<file path="config.mk">
export PLATFORM = sky130hd
export DESIGN_NAME = e_card_detect_ctrl
export DESIGN_NICKNAME = d
export VERILOG_FILES = /design/src/rtl/e_card_detect_ctrl.sv
export SDC_FILE = /design/constraint.sdc
export NUM_CORES = 1
export LEC_CHECK = 0
export CAP_MARGIN = 40
export CORE_AREA = 5 5 62 64
export DETAILED_ROUTE_END_ITERATION = 8
export DIE_AREA = 0 0 67 69
export PLACE_DENSITY = 0.68
export SLEW_MARGIN = 5
export SYNTH_ARGS = -nofsm -noshare
export SYNTH_HDL_FRONTEND = slang
export SYNTH_SLANG_ARGS = --single-unit
</file>
<file path="constraint.sdc">
create_clock -name i_clk -period 3.1 [get_ports i_clk]
set_input_delay 0.775 -clock i_clk [delete_from_list [all_inputs] [get_ports i_clk]]
set_output_delay 0.775 -clock i_clk [all_outputs]
set_load 0.02 [all_outputs]
</file>
<file path="src/rtl/e_card_detect_ctrl.sv">
// Card-detect / write-protect synchronizer, insertion debounce FSM and
// socket power sequencer with power-good delay for the SD host controller.
module e_card_detect_ctrl #(
    parameter int DEBOUNCE_CYCLES = 1000,
    parameter int PON_DELAY       = 250,
    parameter bit CD_ACTIVE_LOW   = 1'b1
) (
    input  logic i_clk,
    input  logic i_rst,
    input  logic i_sd_pon,
    input  logic i_cd,
    input  logic i_wp,
    output logic o_pon,
    output logic o_pwr_good,
    output logic o_cd_level,
    output logic o_wp_level,
    output logic o_card_stable,
    output logic o_card_inserted,
    output logic o_ins_evt,
    output logic o_rem_evt
);

    localparam int MAXP = (DEBOUNCE_CYCLES > PON_DELAY) ? DEBOUNCE_CYCLES : PON_DELAY;
    localparam int CW   = $clog2(MAXP) + 1;

    localparam logic [CW-1:0] DEB_LAST = CW'(DEBOUNCE_CYCLES - 1);
    localparam logic [CW-1:0] PON_MAX  = CW'(PON_DELAY);

    localparam logic [1:0] S_NO_CARD = 2'd0;
    localparam logic [1:0] S_DEB_IN  = 2'd1;
    localparam logic [1:0] S_PRESENT = 2'd2;
    localparam logic [1:0] S_DEB_OUT = 2'd3;

    logic          r_cd_s1, r_cd_s2, r_wp_s1, r_wp_s2;
    logic [1:0]    r_state;
    logic [CW-1:0] r_cnt;
    logic [CW-1:0] r_pwr_cnt;
    logic          r_inserted, r_stable, r_ins_evt, r_rem_evt, r_pon;

    logic          w_present;
    logic [1:0]    w_state_nxt;
    logic [CW-1:0] w_cnt_nxt;
    logic          w_ins_nxt, w_rem_nxt, w_inserted_nxt, w_stable_nxt, w_pon_nxt;

    // Sync flops come out of reset at the card-absent level so no false insertion is seen
    always_ff @(posedge i_clk or posedge i_rst) begin
        if (i_rst) begin
            r_cd_s1 <= CD_ACTIVE_LOW;
            r_cd_s2 <= CD_ACTIVE_LOW;
            r_wp_s1 <= 1'b1;
            r_wp_s2 <= 1'b1;
        end else begin
            r_cd_s1 <= i_cd;
            r_cd_s2 <= r_cd_s1;
            r_wp_s1 <= i_wp;
            r_wp_s2 <= r_wp_s1;
        end
    end

    assign w_present = r_cd_s2 ^ CD_ACTIVE_LOW;

    always_comb begin
        w_state_nxt = r_state;
        w_cnt_nxt   = r_cnt;
        w_ins_nxt   = 1'b0;
        w_rem_nxt   = 1'b0;
        case (r_state)
            S_NO_CARD: if (w_present) begin
                w_state_nxt = S_DEB_IN;
                w_cnt_nxt   = '0;
            end
            S_DEB_IN: begin
                if (!w_present) begin
                    w_state_nxt = S_NO_CARD;
                end else if (r_cnt == DEB_LAST) begin
                    w_state_nxt = S_PRESENT;
                    w_ins_nxt   = 1'b1;
                end else begin
                    w_cnt_nxt = r_cnt + 1'b1;
                end
            end
            S_PRESENT: if (!w_present) begin
                w_state_nxt = S_DEB_OUT;
                w_cnt_nxt   = '0;
            end
            default: begin
                if (w_present) begin
                    w_state_nxt = S_PRESENT;
                end else if (r_cnt == DEB_LAST) begin
                    w_state_nxt = S_NO_CARD;
                    w_rem_nxt   = 1'b1;
                end else begin
                    w_cnt_nxt = r_cnt + 1'b1;
                end
            end
        endcase
    end

    // Outputs are derived from the next state so they line up with the state register
    assign w_inserted_nxt = (w_state_nxt == S_PRESENT) || (w_state_nxt == S_DEB_OUT);
    assign w_stable_nxt   = !((w_state_nxt == S_DEB_IN) || (w_state_nxt == S_DEB_OUT));
    assign w_pon_nxt      = i_sd_pon & w_inserted_nxt;

    always_ff @(posedge i_clk or posedge i_rst) begin
        if (i_rst) begin
            r_state    <= S_NO_CARD;
            r_cnt      <= '0;
            r_inserted <= 1'b0;
            r_stable   <= 1'b1;
            r_ins_evt  <= 1'b0;
            r_rem_evt  <= 1'b0;
        end else begin
            r_state    <= w_state_nxt;
            r_cnt      <= w_cnt_nxt;
            r_inserted <= w_inserted_nxt;
            r_stable   <= w_stable_nxt;
            r_ins_evt  <= w_ins_nxt;
            r_rem_evt  <= w_rem_nxt;
        end
    end

    // pwr_cnt clears on the edge pon falls, so pwr_good drops together with pon
    always_ff @(posedge i_clk or posedge i_rst) begin
        if (i_rst) begin
            r_pon     <= 1'b0;
            r_pwr_cnt <= '0;
        end else begin
            r_pon <= w_pon_nxt;
            if (!w_pon_nxt)
                r_pwr_cnt <= '0;
            else if (r_pon && (r_pwr_cnt != PON_MAX))
                r_pwr_cnt <= r_pwr_cnt + 1'b1;
        end
    end

    assign o_pon           = r_pon;
    assign o_pwr_good      = (r_pwr_cnt == PON_MAX);
    assign o_cd_level      = r_cd_s2;
    assign o_wp_level      = r_wp_s2;
    assign o_card_stable   = r_stable;
    assign o_card_inserted = r_inserted;
    assign o_ins_evt       = r_ins_evt;
    assign o_rem_evt       = r_rem_evt;

endmodule

</file>
==> flow_metrics.py <==
metrics = {
    "die": {
        "die_x_um": 67,
        "die_area_mm2": 0.00462,
        "pin_count": 13,
        "initial_utilization_pct": 47.7,
        "die_h_um": 69,
        "rows": 21,
        "core_area_mm2": 0.00323,
    },
    "setup_path": {
        "critPathRequiredTime_ns": 2.32,
        "r2r-end": "r_pwr_cnt[1]$_DFFE_PP0P_",
        "critPathArrivalTime_ns": 2.03,
        "r2r_slack_ns": 1.23,
        "reg2regPathDepth": 5,
        "critPathLaunchType": "register",
        "crit_type": "register to primary output",
        "r2r_start": "r_cnt[0]$_DFFE_PP0P_",
        "path_max_fanout": 4,
        "end_kind": "primary output",
    },
    "placement": {
        "io_buffers": 12,
        "place_area_mm2": 0.00171,
        "hpwl_um": 1890,
        "place_congestion": 0.753,
    },
    "min_path": {
        "hold_path_end": "o_cd_level$_DFF_PP1_",
        "hold_start": "r_cd_s1$_DFF_PP1_",
        "min_path_type": "register to register",
        "whs_path_depth": 0,
    },
    "clock_tree": {
        "clk_latency_ns": 0.34,
        "tritoncts": "yes",
        "cts_setup_buffers": 0,
        "htree_levels": 2,
        "cts_sinks": 33,
        "numCtsBuffers": 5,
        "cts_root_buf": "clkbuf_4",
        "holdBufCountCts": 0,
        "path_clk_slew_ns": 0.10,
        "ctsLongestPathBuffers": 2,
        "ctsResizeCount": 0,
    },
    "timing": {
        "fin_crit_sh_pct": 90.6,
        "max_clock_freq_mhz": 356,
        "tns_ns": 0,
        "worst_slew_pin_slew_ns": 0.657,
        "slew_viol_final": 0,
        "skew_ns": 0.0101,
        "setup_viol": 0,
        "rsz0062_at_grt": "false",
        "hold_viol": 0,
        "period_minus_slack_ns": 2.81,
        "max_slew_margin_pct": 56.0,
    },
    "drt": {
        "drc": 0,
        "first_pass_iters": 4,
        "finalWirelength_um": 2680,
        "routed_via_density": 5.12,
        "antenna_left": 0,
        "drt_iter0_drc": 57,
        "vias": 1080,
        "wl_per_cell_um": 12.7,
    },
    "global_route": {
        "grt_usage_pct": 13.4,
        "grt_max_degree": 34,
        "grt.overflow.total": 0,
        "antenna_found_initial": 0,
        "grt_pass1_vias": 1088,
        "grt_pass1_wl_um": 4790,
    },
    "cells_and_area": {
        "n_antenna_cell": 0,
        "final_area_mm2": 0.00179,
        "num-fill-cells": 276,
        "final_util_pct": 55.4,
        "reg_top3": "r_cnt x11, r_pwr_cnt x11, r_state x2",
        "area_growth_pct": 16.1,
        "nets": 172,
        "drive_above_1_share_pct": 10.9,
    },
    "yosys": {
        "synth_fp_nets": 155,
        "synth_area_leader_cell": "dfrtp_1",
        "synth-main-ff-cell": "dfrtp_1",
        "ys_seq_area_share_pct": 53.9,
        "syn_inst": 147,
        "synth_edf_count": 0,
        "synthArstFlopShare_pct": 100,
        "yosysMostFrequentCell": "dfrtp_1",
        "synth-warning-count": 0,
        "synthTopCellsByArea": "dfrtp_1 (45%), dfstp_2 (8.5%), xnor2_1 (6.8%)",
        "synth_cell_types": 34,
        "ys_ff_latch": 33,
        "synth_top_area_share_pct": 45.4,
        "synth_common_cells": "dfrtp_1 (28), nor2_1 (20), nand2_1 (13)",
        "syn_area_per_cell_um2": 10.5,
        "syn_area_mm2": 0.00154,
    },
    "outcome": {
        "run_status": "finished, final reports clean",
    },
    "pwr": {
        "power.density_mw_per_mm2": 462,
        "ir_worst_vdd_mv": 0.270,
        "power.leakage_nw": 0.732,
    },
    "job": {
        "maxCapViolCount": 0,
    },
}
==> routing by layer <==
metal	track usage, %	part of all wire (%)	wire, um
met2	19.9	47	1270
met5	0	0	0
met4	5.41	1.8	49
met1	17.5	48	1270
met3	4.87	3.2	86
==> power by group <==
group	switching [mW]	internal, mW
registers	0.00986	0.441
logic	0.0231	0.0162
clock network	0.145	0.193
==> metrics by stage <==
step                hold WS (ns)  setup slack (ns)  cells  total power [mW]
floorplan                  0.345              1.21    147             0.483
global placement           0.347             0.694    203             0.498
detailed placement         0.349             0.655    203             0.499
CTS                        0.363             0.281    211             0.839
global route               0.365             0.172    211             0.864
finish                     0.361             0.292    211             0.828
==> how the worst max path moves through the flow <==
stage | from | endpoint | slack [ns]
final | r_pwr_cnt[0]$_DFFE_PP0P_ | o_pwr_good | 0.29
after global routing | r_pwr_cnt[0]$_DFFE_PP0P_ | o_pwr_good | 0.17
after CTS | r_pwr_cnt[0]$_DFFE_PP0P_ | o_pwr_good | 0.28
after detailed placement | r_pwr_cnt[0]$_DFFE_PP0P_ | o_pwr_good | 0.66
after global placement | r_pwr_cnt[0]$_DFFE_PP0P_ | o_pwr_good | 0.69
after floorplan | r_pwr_cnt[0]$_DFFE_PP0P_ | o_pwr_good | 1.21
==> layout by cell type, fill, tap and decap left out <==
cell type         n
nand4_1           6
bufinv_16         1
o31ai_4           1
o41ai_1           1
nand4b_1          2
o21ai_1           2
clkbuf_8          1
nand2b_1          1
or3_1             1
nor3_1            3
ha_1              3
a21o_1            1
clkbuf_1          1
xor2_1            5
nand3_1           4
clkdlybuf4s50_1  12
inv_2             2
xnor2_1          12
nor2_1           20
dfstp_2           5
dfrtp_1          28
or4_1             1
a41o_1            1
o31ai_2           1
a21boi_0          2
a211oi_1          1
clkbuf_4          5
a41oi_1           1
a21oi_1           3
nand2_1          13
inv_1            10
and3_1            2
nor3b_1           2
or3b_4            1
nor4_1            5
buf_4             1
and4_1            3
o41a_1            1
==> critical path, stage by stage, from the launching register on <==
cell and delay, ns:
dfrtp_1 0.43, inv_1 0.07, ha_1 0.13, nor3b_1 0.22, and4_1 0.24, clkdlybuf4s50_1 0.61
==> logic make-up after synthesis <==
group                      share of synthesized area (%)
adders and majority gates                           2.43
buffers and inverters                               4.30
xor gates and xnor gates                            9.65
and+or+nand+nor                                     21.4
AOI/OAI and AO/OA                                   8.27
DFF                                                 53.9
==> layout make-up <==
type	instances	area, um^2	area share (%)
inverter	12	45.0	2.51
sequential	33	832	46.4
tap	46	57.6	3.21
clock inverter	1	30.0	1.68
clock buffer	7	55.1	3.07
timing repair buffer	13	128	7.12
multi-input combinational	99	644	36.0
(Power assumes the default switching activity.)
